$ cat config.mk
export PLATFORM = sky130hd
export DESIGN_NAME = uart_tx_fifo_flat
export DESIGN_NICKNAME = d
export VERILOG_FILES = /design/src/rtl/uart_pkg.sv /design/src/rtl/uart_tx_fifo_if.sv /design/src/rtl/uart_sync_fifo.sv /design/src/rtl/uart_tx_fifo.sv /design/src/flat_wrapper.sv
export SDC_FILE = /design/constraint.sdc
export NUM_CORES = 1
export LEC_CHECK = 0
export CORE_MARGIN = 2
export CORE_UTILIZATION = 45
export CTS_CLUSTER_DIAMETER = 150
export CTS_CLUSTER_SIZE = 40
export DETAILED_ROUTE_END_ITERATION = 6
export PLACE_DENSITY = 0.72
export SYNTH_ARGS = -nofsm -noshare
export SYNTH_HDL_FRONTEND = slang
export SYNTH_SLANG_ARGS = --single-unit
$ cat constraint.sdc
create_clock -name baud_clk -period 2.59 [get_ports baud_clk]
set_input_delay 0.518 -clock baud_clk [delete_from_list [all_inputs] [get_ports baud_clk]]
set_output_delay 0.518 -clock baud_clk [all_outputs]
set_load 0.05 [all_outputs]
$ cat src/rtl/uart_pkg.sv
// Shared types and helpers for the buffered UART transmitter.
package uart_pkg;

    typedef enum logic [2:0] {IDLE, START, DATA, PARITY, STOP, BREAK} tx_state_t;

    localparam int unsigned PARITY_NONE = 0;
    localparam int unsigned PARITY_EVEN = 1;
    localparam int unsigned PARITY_ODD  = 2;

    // Zero-extended payloads are safe here: padding bits do not change the XOR.
    function automatic logic parity_bit(input logic [7:0] data, input int unsigned mode);
        logic p;
        p = ^data;
        if (mode == PARITY_EVEN) return p;
        else if (mode == PARITY_ODD) return ~p;
        else return 1'b0;
    endfunction

endpackage

$ cat src/rtl/uart_tx_fifo_if.sv
// Valid/ready write port carrying words into the transmitter FIFO.
interface uart_tx_fifo_if #(
    parameter int unsigned DATA_BITS = 8
);
    logic [DATA_BITS-1:0] data_in;
    logic                 data_valid;
    logic                 data_ready;

    modport master (output data_in, output data_valid, input data_ready);
    modport slave  (input data_in, input data_valid, output data_ready);
endinterface

$ cat src/rtl/uart_sync_fifo.sv
// Single-clock FIFO with occupancy count; pushes while full and pops while empty are dropped.
module uart_sync_fifo #(
    parameter int unsigned DATA_BITS  = 8,
    parameter int unsigned FIFO_DEPTH = 4
) (
    input  logic                        clk,
    input  logic                        rst,
    input  logic                        push,
    input  logic [DATA_BITS-1:0]        wdata,
    input  logic                        pop,
    output logic [DATA_BITS-1:0]        rdata,
    output logic [$clog2(FIFO_DEPTH):0] count,
    output logic                        full,
    output logic                        empty
);
    localparam int unsigned AW = $clog2(FIFO_DEPTH);
    localparam int unsigned CW = AW + 1;
    localparam logic [CW-1:0] FULL_CNT = CW'(FIFO_DEPTH);

    logic [DATA_BITS-1:0] mem_q [FIFO_DEPTH];
    logic [AW-1:0]        wptr_q, rptr_q;
    logic [CW-1:0]        count_q;
    logic                 do_push, do_pop;

    assign full    = (count_q == FULL_CNT);
    assign empty   = (count_q == '0);
    assign do_push = push && !full;
    assign do_pop  = pop && !empty;
    assign rdata   = mem_q[rptr_q];
    assign count   = count_q;

    // Power-of-two depth lets the pointers wrap by natural overflow.
    always_ff @(posedge clk or posedge rst) begin
        if (rst) begin
            wptr_q  <= '0;
            rptr_q  <= '0;
            count_q <= '0;
        end else begin
            if (do_push) wptr_q <= wptr_q + 1'b1;
            if (do_pop)  rptr_q <= rptr_q + 1'b1;
            case ({do_push, do_pop})
                2'b10:   count_q <= count_q + 1'b1;
                2'b01:   count_q <= count_q - 1'b1;
                default: count_q <= count_q;
            endcase
        end
    end

    always_ff @(posedge clk) begin
        if (do_push) mem_q[wptr_q] <= wdata;
    end

endmodule

$ cat src/rtl/uart_tx_fifo.sv
// Buffered UART transmitter with configurable framing and CTS gating.
// Define UART_TX_BREAK_EN to add the break_req input and the BREAK state.
module uart_tx_fifo
    import uart_pkg::*;
#(
    parameter int unsigned DATA_BITS    = 8,
    parameter int unsigned PARITY_MODE  = 0,
    parameter int unsigned STOP_BITS    = 1,
    parameter int unsigned CLKS_PER_BIT = 1,
    parameter int unsigned FIFO_DEPTH   = 4
) (
    input  logic                        baud_clk,
    input  logic                        rst,
    uart_tx_fifo_if.slave               wr,
    input  logic                        cts,
`ifdef UART_TX_BREAK_EN
    input  logic                        break_req,
`endif
    output logic                        tx_out,
    output logic                        tx_busy,
    output logic                        tx_buffer_empty,
    output logic [$clog2(FIFO_DEPTH):0] fifo_count
);
    localparam logic [2:0] StIdle   = IDLE;
    localparam logic [2:0] StStart  = START;
    localparam logic [2:0] StData   = DATA;
    localparam logic [2:0] StParity = PARITY;
    localparam logic [2:0] StStop   = STOP;

    localparam int unsigned CW = $clog2(CLKS_PER_BIT + 1);
    localparam logic [CW-1:0] LAST_TICK = CW'(CLKS_PER_BIT - 1);
    localparam logic [2:0] LAST_BIT = 3'(DATA_BITS - 1);
    localparam logic LAST_STOP = 1'(STOP_BITS - 1);
    localparam bit HAS_PARITY = (PARITY_MODE != PARITY_NONE);

`ifdef UART_TX_BREAK_EN
    localparam logic [2:0] StBreak = BREAK;
    localparam int unsigned FRAME_LEN =
        (1 + DATA_BITS + (HAS_PARITY ? 1 : 0) + STOP_BITS) * CLKS_PER_BIT;
    localparam int unsigned BW = $clog2(FRAME_LEN);
    localparam logic [BW-1:0] BRK_LAST = BW'(FRAME_LEN - 1);
    logic [BW-1:0] brk_q, brk_d;
`endif

    logic [2:0]           state_q, state_d;
    logic [CW-1:0]        cnt_q, cnt_d;
    logic [2:0]           bit_q, bit_d;
    logic                 stop_q, stop_d;
    logic [DATA_BITS:0]   shift_q, shift_d;  // {parity, payload}, shifted out LSB first
    logic                 tx_q, tx_d;
    logic                 busy_q;
    logic                 pop, start_frame, last_tick, start_ok;
    logic [DATA_BITS-1:0] fifo_rdata;
    logic                 fifo_full, fifo_empty;

    uart_sync_fifo #(
        .DATA_BITS  (DATA_BITS),
        .FIFO_DEPTH (FIFO_DEPTH)
    ) u_fifo (
        .clk   (baud_clk),
        .rst   (rst),
        .push  (wr.data_valid),
        .wdata (wr.data_in),
        .pop   (pop),
        .rdata (fifo_rdata),
        .count (fifo_count),
        .full  (fifo_full),
        .empty (fifo_empty)
    );

    assign wr.data_ready   = !fifo_full;
    assign last_tick       = (cnt_q == LAST_TICK);
    assign start_ok        = !fifo_empty && cts;
    assign tx_out          = tx_q;
    assign tx_busy         = busy_q;
    assign tx_buffer_empty = fifo_empty && !busy_q;

    always_comb begin
        state_d     = state_q;
        cnt_d       = cnt_q;
        bit_d       = bit_q;
        stop_d      = stop_q;
        shift_d     = shift_q;
        tx_d        = tx_q;
        pop         = 1'b0;
        start_frame = 1'b0;
`ifdef UART_TX_BREAK_EN
        brk_d       = brk_q;
`endif
        unique case (state_q)
            StIdle: begin
`ifdef UART_TX_BREAK_EN
                if (break_req) begin
                    state_d = StBreak;
                    tx_d    = 1'b0;
                    brk_d   = '0;
                end else
`endif
                if (start_ok) start_frame = 1'b1;
            end
            StStart: begin
                if (last_tick) begin
                    state_d = StData;
                    cnt_d   = '0;
                    bit_d   = '0;
                    tx_d    = shift_q[0];
                end else begin
                    cnt_d = cnt_q + 1'b1;
                end
            end
            StData: begin
                if (last_tick) begin
                    cnt_d   = '0;
                    shift_d = shift_q >> 1;
                    if (bit_q != LAST_BIT) begin
                        bit_d = bit_q + 1'b1;
                        tx_d  = shift_d[0];
                    end else if (HAS_PARITY) begin
                        state_d = StParity;
                        tx_d    = shift_d[0];
                    end else begin
                        state_d = StStop;
                        stop_d  = 1'b0;
                        tx_d    = 1'b1;
                    end
                end else begin
                    cnt_d = cnt_q + 1'b1;
                end
            end
            StParity: begin
                if (last_tick) begin
                    state_d = StStop;
                    cnt_d   = '0;
                    stop_d  = 1'b0;
                    tx_d    = 1'b1;
                end else begin
                    cnt_d = cnt_q + 1'b1;
                end
            end
            StStop: begin
                if (last_tick) begin
                    cnt_d = '0;
                    if (stop_q != LAST_STOP) begin
                        stop_d = 1'b1;
                    end else if (start_ok) begin
                        start_frame = 1'b1;
                    end else begin
                        state_d = StIdle;
                        tx_d    = 1'b1;
                    end
                end else begin
                    cnt_d = cnt_q + 1'b1;
                end
            end
`ifdef UART_TX_BREAK_EN
            StBreak: begin
                tx_d = 1'b0;
                if (brk_q != BRK_LAST) begin
                    brk_d = brk_q + 1'b1;
                end else if (!break_req) begin
                    state_d = StIdle;
                    tx_d    = 1'b1;
                end
            end
`endif
            default: begin
                state_d = StIdle;
                tx_d    = 1'b1;
            end
        endcase

        // Head word goes straight into the shifter on the edge that drives the start bit.
        if (start_frame) begin
            state_d = StStart;
            cnt_d   = '0;
            tx_d    = 1'b0;
            pop     = 1'b1;
            shift_d = {parity_bit(8'(fifo_rdata), PARITY_MODE), fifo_rdata};
        end
    end

    always_ff @(posedge baud_clk or posedge rst) begin
        if (rst) begin
            state_q <= StIdle;
            cnt_q   <= '0;
            bit_q   <= '0;
            stop_q  <= 1'b0;
            shift_q <= '0;
            tx_q    <= 1'b1;
            busy_q  <= 1'b0;
`ifdef UART_TX_BREAK_EN
            brk_q   <= '0;
`endif
        end else begin
            state_q <= state_d;
            cnt_q   <= cnt_d;
            bit_q   <= bit_d;
            stop_q  <= stop_d;
            shift_q <= shift_d;
            tx_q    <= tx_d;
            busy_q  <= (state_d != StIdle);
`ifdef UART_TX_BREAK_EN
            brk_q   <= brk_d;
`endif
        end
    end

endmodule

$ cat src/flat_wrapper.sv
// flat-port wrapper written by rule: the top's interface ports become plain ports
module uart_tx_fifo_flat import uart_pkg::*;
#(
    parameter int unsigned DATA_BITS    = 8,
    parameter int unsigned PARITY_MODE  = 0,
    parameter int unsigned STOP_BITS    = 1,
    parameter int unsigned CLKS_PER_BIT = 1,
    parameter int unsigned FIFO_DEPTH   = 4
)
  (baud_clk, rst, cts, tx_out, tx_busy, tx_buffer_empty, fifo_count, wr_data_in, wr_data_valid, wr_data_ready);
  uart_tx_fifo_if #(.DATA_BITS(DATA_BITS)) wr_i ();
  input  logic baud_clk;
  input  logic rst;
  input  logic cts;
  output logic tx_out;
  output logic tx_busy;
  output logic tx_buffer_empty;
  output logic [$clog2(FIFO_DEPTH):0] fifo_count;
  input wire logic [$bits(wr_i.data_in)-1:0] wr_data_in;
  input wire logic [$bits(wr_i.data_valid)-1:0] wr_data_valid;
  output wire logic [$bits(wr_i.data_ready)-1:0] wr_data_ready;
  assign wr_i.data_in = wr_data_in;
  assign wr_i.data_valid = wr_data_valid;
  assign wr_data_ready = wr_i.data_ready;
  uart_tx_fifo #(.DATA_BITS(DATA_BITS), .PARITY_MODE(PARITY_MODE), .STOP_BITS(STOP_BITS), .CLKS_PER_BIT(CLKS_PER_BIT), .FIFO_DEPTH(FIFO_DEPTH)) u_core (.baud_clk(baud_clk), .rst(rst), .wr(wr_i), .cts(cts), .tx_out(tx_out), .tx_busy(tx_busy), .tx_buffer_empty(tx_buffer_empty), .fifo_count(fifo_count));
endmodule
# Word-level counts from Yosys, hierarchy flattened
# Memory sizes are Yosys's and may differ from the RTL's.
# Cells that the tools add are included.
totals:
  in_bits: 12
  mem_bits_rw: 32
  out_inout_bits: 7
  memories: 1
  regBits: 26
memory_table:
  columns: ["memory", "depth", "word_bits", "read_ports", "rd_ports_with_merged_regs", "write_ports", "line", "source"]
  rows:
  - ["u_core.u_fifo.mem_q", 4, 8, 1, 0, 1, "uart_sync_fifo.sv:20", "logic [DATA_BITS-1:0] mem_q [FIFO_DEPTH];"]
classes:
  n_eq_ne: 22
  n_mux: 42
  n_reduce_logical: 20
  add_sub_neg: 6
ops:
  columns: ["cell", "count"]
  rows:
  - ["2-to-1 mux 3 bit", 11]
  - ["2-to-1 mux 9 bit", 3]
  - ["2-to-1 mux 1 bit", 22]
  - ["inequality test 3 bit, second input constant", 6]
  - ["one-hot mux 3 bit (5 select lines)", 1]
  - ["inequality test 2 bit, second input constant", 6]
  - ["one-hot mux 3 bit (2 select lines)", 2]
  - ["nonzero test 2 bit", 4]
  - ["AND reduction 7 bit", 1]
  - ["adder 3 x 1 -> 3 bit, second input constant", 2]
  - ["== test 3 x 2 -> 1 bit, second input constant", 2]
  - ["== test 3 bit, second input constant", 2]
  - ["logical NOT 3 bit", 2]
  - ["nonzero test 3 bit", 2]
  - ["one-hot mux 1 bit (5 select lines)", 1]
  - ["AND reduction 5 bit", 1]
  - ["adder 2 x 1 -> 2 bit, second input constant", 2]
  - ["logical AND 1 bit", 4]
  - ["inequality test 2 x 1 -> 1 bit, second input constant", 2]
  - ["AND reduction 4 bit", 1]
  - ["OR reduction 4 bit", 1]
  - ["== test 3 x 1 -> 1 bit, second input constant", 1]
  - ["logical NOT 1 bit", 3]
  - ["inequality test 3 x 2 -> 1 bit, second input constant", 1]
  - ["7 further kinds", 7]

# Depth between registers and ports, before layout
# Gate-level depths: netlist (run 1).
depth:
  ltp_word: 11
  mapped_depth: 10

# Hierarchy
# A second synthesis (run 1) with hierarchy kept.
hier_totals:
  hier_cells: 149
  hier_area_um2: 2411.1
by_module_without_submodules:
  columns: ["module", "area_per_inst_um2", "seq_area_each_um2", "n_inst", "cells_per_inst"]
  rows:
  - ["uart_sync_fifo", 1596.5, 1136.1, 1, 80]
  - ["uart_tx_fifo", 814.5, 401.6, 1, 69]

# Worst setup path after synthesis (run 1)
# No wires, ideal clock.
synth_timing:
  path_type: "flip-flop to output port"
  startpoint: "reg u_core.u_fifo.count_q[0] (netlist: u_core.u_fifo.count[0])"
  endpoint: "out tx_buffer_empty"
  n_path_buf: 0
  path_stages_with_launch: 2
  path_slack_ps: -129
  arrival_ps: 2201
  cell_sequence: "dfrtp_1 -> nor4_1"
synth_via:
  elab_chain_len: 2
synth_lines:
  columns: ["element", "line", "source"]
  rows:
  - ["from (decl)", "uart_sync_fifo.sv:22", "logic [CW-1:0] count_q;"]
  - ["from (signal assigned)", "uart_sync_fifo.sv:42", "2'b10: count_q <= count_q + 1'b1;"]
  - ["from (signal assigned)", "uart_sync_fifo.sv:43", "2'b01: count_q <= count_q - 1'b1;"]
  - ["from (signal assigned)", "uart_sync_fifo.sv:44", "default: count_q <= count_q;"]
  - ["logical NOT 3 bit", "uart_sync_fifo.sv:26", "assign empty = (count_q == '0);"]
  - ["logical AND 1 bit", "uart_tx_fifo.sv:76", "assign tx_buffer_empty = fifo_empty && !busy_q;"]
  - ["to (decl)", "flat_wrapper.sv:17", "output logic tx_buffer_empty;"]
# No other way between the ends.

# Worst setup path in the final report (run 1)
layout_timing:
  startpoint: "reg u_core.u_fifo.count_q[0] (netlist: u_core.u_fifo.count[0])"
  endpoint: "out wr_data_ready"
layout_via:
  elab_chain_len: 2
layout_lines:
  columns: ["element", "line", "source"]
  rows:
  - ["== test 3 bit", "uart_sync_fifo.sv:25", "assign full = (count_q == FULL_CNT);"]
  - ["logical NOT 1 bit", "uart_tx_fifo.sv:71", "assign wr.data_ready = !fifo_full;"]
  - ["to (decl)", "flat_wrapper.sv:21", "output wire logic [$bits(wr_i.data_ready)-1:0] wr_data_ready;"]
# No other way between the ends.

==> metrics, run 1 <==
largest family of logic cells by synthesized area=multiplexers; critical-path cell list=or3b_4 -> clkdlybuf4s50_1; xor/xnor share of the synthesized area=2.30%; min setup slack post-route=0.126 ns; CP peak stage delay=0.72 ns; # rows=25; Critical Path RT=2.07 ns; post-synth top area share=42.0%; #FFs+latches synth=55; reg2reg start=u_core.u_fifo.count[0]$_DFFE_PP0P_; CTS Sinks=55; routed vias/inst=5.17; global placement routability congestion=0.767; detailed-router iteration count before antenna repair=4; Synth Area in Adders=4.70%; Crit Path Category=reg -> out; Routed Antenna Nets=0; Setup WS pre-CTS=0.124 ns; Placed Instances=224; DRT iter0 DRCs=85; worst-margin pin slew=0.601 ns; Routed WL per cell=16.0 µm; status=complete, no violations; antenna violations before repair=0; synthesized net count=159; hold buffer count at cts=0; minimum clock period=2.46 ns; CP Launch Type=register; Post-Route WL=3700 µm; reg2reg end=u_core.u_fifo.count[2]$_DFFE_PP0P_; clock skew=0.00861 ns; detailed-route via count=1,199; fin crit share=95.1%; Die Y-Extent=75.3 µm; DR DRC count=0; Cell Area, Synth=0.00229 mm²; first-pass GRT wire length=6120 µm; Critical Path End Type=output pin; Synth cell types=36; All-Layer GR Usage=15.0%; final max-slew violation count=0; Worst R2R Path Depth=9; mux cell area share after synthesis=9.45%; Peak supply drop=541 µV; max cap viols=0; clock root buffer=clkbuf_8; CP Buf/Inv Count=1; Num CTS Buffers=5; RSZ-0062 raised after global routing=false; CP Max Fanout=6; register area share after synthesis=67.2%; leak pwr=1.08 nW; fin nets=184; post-CTS sizing=0; Starting Density=47.5%; ranking of synthesized cells by area=edfxtp_1 42%, dfrtp_1 24%, mux4_2 6.9%; share of layout cells above drive strength 1=17.0%; CTS tree=yes; H-tree levels=2; pwr dens=1200 mW/mm²; number of port buffers=18; worst rel slew slack=59.9%; setup TNS=0 ns; final core occ=55.7%; Top Ports=19; Compound-Gate Fraction of Synth Area=6.23%; Syn-to-layout area delta=17.2%; Worst-Skew Late Latency=0.31 ns; FMAX=406 MHz; crit path max-delay cell type=clkdlybuf4s50_1; r2r setup slk=0.34 ns; Post-CTS Setup Bufs=0; Setup-failing EPs final=0; CTS clock-pin slew for the worst setup and hold paths=0.10 ns; Synth warnings=0; post-synth top area cell=edfxtp_1; most frequent cells in the layout=32 x edfxtp_1, 21 x dfrtp_1, 18 x clkdlybuf4s50_1; syn_area_per_cell=16.5 µm²; Remaining Overflow, GRT=0; CTS max path bufs=2; CP delay by family, top=buffers and inverters; die area=0.00567 mm²; dpl cell area=0.00257 mm²; final hold viol count=0; detailed placement HPWL=2650 µm; FILL cells=411; core area=0.00482 mm²; Final Cell Area=0.00268 mm²; Die W=75.3 µm; commonest non-fill, non-tap cell in the layout=edfxtp_1; ANT cells=0; CP Data Arrival Time=1.95 ns; simple-gate share of the synthesized area=7.54%; Synth Instances=139; vias in the first global route=1,253; Hold Crit Class=in -> async; Layout Cells excl Fill=232; largest net degree at the start of global routing=18
==> per-layer routing <==
layer  global-route usage, %  up-vias  share of wire (%)
met5                       0        -                  0
met4                    5.26        0                1.5
met3                    4.37        5                2.9
met2                    24.7       13                 51
met1                    19.2      604                 44
li1                        -      577                  -
==> worst reg2reg max path: stages (launching register included) <==
cell and delay (ns):
dfrtp_1 0.46, or3b_4 0.46, and2_4 0.19, inv_1 0.05, ha_1 0.17, inv_1 0.06
fa_1 0.38, xor2_1 0.15, nor2_1 0.12, xor2_1 0.14
==> final cells by class <==
| class | count | area (µm²) | area share, % |
|---|---|---|---|
| flip-flops and latches | 55 | 1540 | 57.3 |
| multi-input cells | 70 | 701 | 26.1 |
| inverters | 10 | 37.5 | 1.40 |
| repair buffers | 22 | 210 | 7.83 |
| clock inverters | 3 | 43.8 | 1.63 |
| clock buffers | 5 | 68.8 | 2.56 |
| well taps | 67 | 83.8 | 3.12 |
==> flip-flops by register name, indices dropped and copies added (netlist names), 2 cells and up <==
name / count
u_core.u_fifo.mem_q: 32
u_core.shift_q: 8
u_core.bit_q: 3
u_core.state_q: 3
u_core.u_fifo.count: 3
u_core.u_fifo.rptr_q: 2
u_core.u_fifo.wptr_q: 2
==> power by group <==
| part | internal, mW | switching [mW] | total (mW) |
|---|---|---|---|
| sequential | 1.22 | 0.236 | 1.46 |
| combinational | 0.589 | 0.621 | 1.21 |
| clock | 0.288 | 0.273 | 0.561 |
| total | 2.10 | 1.13 | 3.23 |
==> Yosys cell counts, drive strengths merged <==
cell type	instances
o31a	1
nor4	1
or3b	2
xor2	2
dfstp	1
nand3	2
o22a	1
and3	11
nand2b	2
buf	2
a21o	1
a22o	2
ha	7
fa	1
clkbuf	2
inv	10
nand2	2
nor2	4
o21ai	2
edfxtp	32
o21a	1
nor3b	2
xnor2	4
mux2	2
mux2i	1
dfrtp	22
nor2b	1
o21bai	1
and2	1
a21oi	1
a221o	7
mux4	8
==> cells by family after synthesis <==
| logic type | after synthesis |
|---|---|
| AND/OR/NAND/NOR | 28 |
| multiplexers | 11 |
| AO/OA/AOI/OAI | 17 |
| adder cells (fa/ha/maj) | 8 |
| XOR/XNOR | 6 |
| buffers and inverters | 14 |
| flip-flops | 55 |
==> per-stage QoR <==
step | power (mW) | hold slack, ns
global placement | 2.62 | 0.488
global route | 3.43 | 0.540
finish | 3.23 | 0.518
CTS | 3.27 | 0.522
floorplan | 2.34 | 0.470
detailed placement | 2.71 | 0.503
==> worst max-delay path by stage <==
stage | from | to | cells after the start
5_1_grt | u_core.u_fifo.count[0]$_DFFE_PP0P_ | wr_data_ready | 2
2_1_floorplan | u_core.u_fifo.count[0]$_DFFE_PP0P_ | u_core.u_fifo.count[2]$_DFFE_PP0P_ | 9
3_5_place_dp | cts | u_core.u_fifo.count[2]$_DFFE_PP0P_ | 10
3_3_place_gp | cts | u_core.u_fifo.count[2]$_DFFE_PP0P_ | 10
4_1_cts | u_core.u_fifo.count[0]$_DFFE_PP0P_ | wr_data_ready | 2
6_report | u_core.u_fifo.count[0]$_DFFE_PP0P_ | wr_data_ready | 2
No activity file was read; power rests on OpenSTA's default activity.
==> inputs of run 2 (changes only) <==
--- a/config.mk
+++ b/config.mk
@@ -6,11 +6,11 @@
 export NUM_CORES = 1
 export LEC_CHECK = 0
 export CORE_MARGIN = 2
-export CORE_UTILIZATION = 45
+export CORE_UTILIZATION = 55
 export CTS_CLUSTER_DIAMETER = 150
-export CTS_CLUSTER_SIZE = 40
+export CTS_CLUSTER_SIZE = 8
 export DETAILED_ROUTE_END_ITERATION = 6
-export PLACE_DENSITY = 0.72
+export PLACE_DENSITY = 0.84
 export SYNTH_ARGS = -nofsm -noshare
 export SYNTH_HDL_FRONTEND = slang
 export SYNTH_SLANG_ARGS = --single-unit
==> metrics, run 2 (same netlist as run 1, synthesis figures left out) <==
clock skew=0.00854 ns (was 0.00861 ns); Top Ports=19 (unchanged); DR DRC count=0 (unchanged); Starting Density=57.2% (was 47.5%); Worst-Skew Late Latency=0.30 ns (was 0.31 ns); Setup WS pre-CTS=0.144 ns (was 0.124 ns); clock root buffer=clkbuf_8 (unchanged); routed vias/inst=5.73 (was 5.17); M1 WL=1570 µm (was 1640 µm); Sw Ratio=34.7% (was 35.0%); max FFs per register=32 (unchanged); detailed placement HPWL=2540 µm (was 2650 µm); Placed Instances=207 (was 224); max cap viols=0 (unchanged); status=complete, no violations (unchanged); Post-Route WL=3600 µm (was 3700 µm); hold wc startpoint=u_core.bit_q[2]$_DFFE_PP0P_; worst-margin pin slew=0.571 ns (was 0.601 ns); Critical Path End Type=output pin (unchanged); # rows=23 (was 25); Pint=2.10 mW (about the same); sequential standard cell area=0.00154 mm² (unchanged); commonest non-fill, non-tap cell in the layout=edfxtp_1 (unchanged); largest net degree at the start of global routing=19 (was 18); Die W=68.5 µm (was 75.3 µm); detailed-router iteration count before antenna repair=4 (unchanged); Setup-failing EPs final=0 (unchanged); final hold viol count=0 (unchanged); CP Data Arrival Time=1.95 ns (about the same); total power=3.22 mW (was 3.23 mW); fin crit share=95.1% (about the same); clock network fraction of total power=17.5% (was 17.4%); Die Y-Extent=68.5 µm (was 75.3 µm); Critical Path RT=2.07 ns (about the same); fin nets=184 (unchanged); Worst R2R Path Depth=9 (unchanged); core area=0.00400 mm² (was 0.00482 mm²); most frequent cells in the layout=32 x edfxtp_1, 21 x dfrtp_1, 18 x clkdlybuf4s50_1 (unchanged); Min-Delay Endpoint=u_core.bit_q[2]$_DFFE_PP0P_; final max-slew violation count=0 (unchanged); vias in the first global route=1,272 (was 1,253); setup TNS=0 ns (unchanged); ANT cells=0 (unchanged); leak pwr=1.08 nW (about the same); pwr dens=1210 mW/mm² (was 1200 mW/mm²); Regs by FF count=u_core.u_fifo.mem_q: 32 flops, u_core.shift_q: 8 flops (unchanged); Psw=1.12 mW (was 1.13 mW); H-tree levels=2 (unchanged); FMAX=406 MHz (about the same); Syn-to-layout area delta=16.4% (was 17.2%); CTS Sinks=55 (unchanged); global placement routability congestion=0.749 (was 0.767); min setup slack post-route=0.127 ns (was 0.126 ns); worst rel slew slack=61.9% (was 59.9%); multi-input logic area=701 µm² (unchanged); detailed-route via count=1,231 (was 1,199); post-CTS sizing=0 (unchanged); Routed WL per cell=16.8 µm (was 16.0 µm); CP Max Fanout=6 (unchanged); All-Layer GR Usage=17.5% (was 15.0%); DR top layer=met4 (unchanged); reg2reg start=u_core.u_fifo.count[0]$_DFFE_PP0P_ (unchanged); Comb power frac=37.3% (was 37.5%); die area=0.00469 mm² (was 0.00567 mm²); RSZ-0062 raised after global routing=false (unchanged); Reg power frac=45.2% (about the same); FILL cells=264 (was 411); reg2reg end=u_core.u_fifo.count[2]$_DFFE_PP0P_ (unchanged); Layout Cells excl Fill=215 (was 232); Routed Antenna Nets=0 (unchanged); Remaining Overflow, GRT=0 (unchanged); share of layout cells above drive strength 1=17.0% (unchanged); Peak supply drop=532 µV (was 541 µV); Crit Path Category=reg -> out (unchanged); number of port buffers=18 (unchanged); r2r setup slk=0.32 ns (was 0.34 ns); WL met3=147 µm (was 108 µm); CTS tree=yes (unchanged); routed length on met2=1870 µm (was 1900 µm); CTS clock-pin slew for the worst setup and hold paths=0.10 ns (about the same); minimum hold slack=0.523 ns (was 0.518 ns); CP Launch Type=register (unchanged); Hold Crit Depth=1; minimum clock period=2.46 ns (about the same); Num CTS Buffers=5 (unchanged); Post-CTS Setup Bufs=0 (unchanged); Hold Crit Class=reg -> reg (was in -> async); hold buffer count at cts=0 (unchanged); antenna violations before repair=0 (unchanged); first-pass GRT wire length=5900 µm (was 6120 µm); DRT iter0 DRCs=93 (was 85); Reg with most FFs=u_core.u_fifo.mem_q (unchanged); CTS max path bufs=2 (unchanged)
==> run 2: cell types whose count changed in the layout (fill, tap and decap cells not counted), sizes merged <==
cell      change
clkinv        -2
clkinvlp      +1
inv           +1
==> run 2: routing by layer <==
metal / up-vias / global-route usage, %
met2: 28 / 29.3
met5: - / 0
met1: 625 / 22.7
li1: 574 / -
met3: 4 / 4.38
met4: 0 / 5.00
==> run 2: metrics by stage <==
stage          util, %  area, µm²
2_1_floorplan        -       2300
3_3_place_gp      63.7       2550
3_5_place_dp      63.7       2550
4_1_cts           66.6       2670
5_1_grt           66.6       2670
6_report          66.6       2670
==> run 2: power by group through the flow <==
stage	sequential, mW	combinational, mW	clock (mW)
floorplan	1.51	0.834	0
global placement	1.46	1.16	0
detailed placement	1.47	1.20	0
CTS	1.46	1.21	0.572
global route	1.50	1.31	0.612
finish	1.46	1.20	0.562
==> run 2: worst max path at each step <==
| stage | startpoint | to | slack (ns) | cells past startpoint |
|---|---|---|---|---|
| 6_report | u_core.u_fifo.count[0]$_DFFE_PP0P_ | wr_data_ready | 0.13 | 2 |
| 5_1_grt | u_core.u_fifo.count[0]$_DFFE_PP0P_ | wr_data_ready | 0.06 | 2 |
| 4_1_cts | u_core.u_fifo.count[0]$_DFFE_PP0P_ | wr_data_ready | 0.12 | 2 |
| 3_5_place_dp | cts | u_core.u_fifo.count[2]$_DFFE_PP0P_ | 0.14 | 10 |
| 3_3_place_gp | cts | u_core.u_fifo.count[2]$_DFFE_PP0P_ | 0.20 | 10 |
| 2_1_floorplan | u_core.u_fifo.count[0]$_DFFE_PP0P_ | u_core.u_fifo.count[2]$_DFFE_PP0P_ | 0.11 | 9 |
==> run 2: worst max-delay path, stage by stage (launching register included) <==
cell	delay (ns)
dfrtp_1	0.47
or3b_4	0.46
clkdlybuf4s50_1	0.72
==> run 2: final cells by class <==
| type | count | area share (%) |
|---|---|---|
| Tap cell | 50 | 2.35 |
| Timing Repair Buffer | 22 | 7.89 |
| Clock inverter | 3 | 1.74 |
| Inverter | 10 | 1.41 |
| Clock buffer | 5 | 2.58 |
| Sequential cell | 55 | 57.7 |
| Multi-Input combinational cell | 70 | 26.3 |
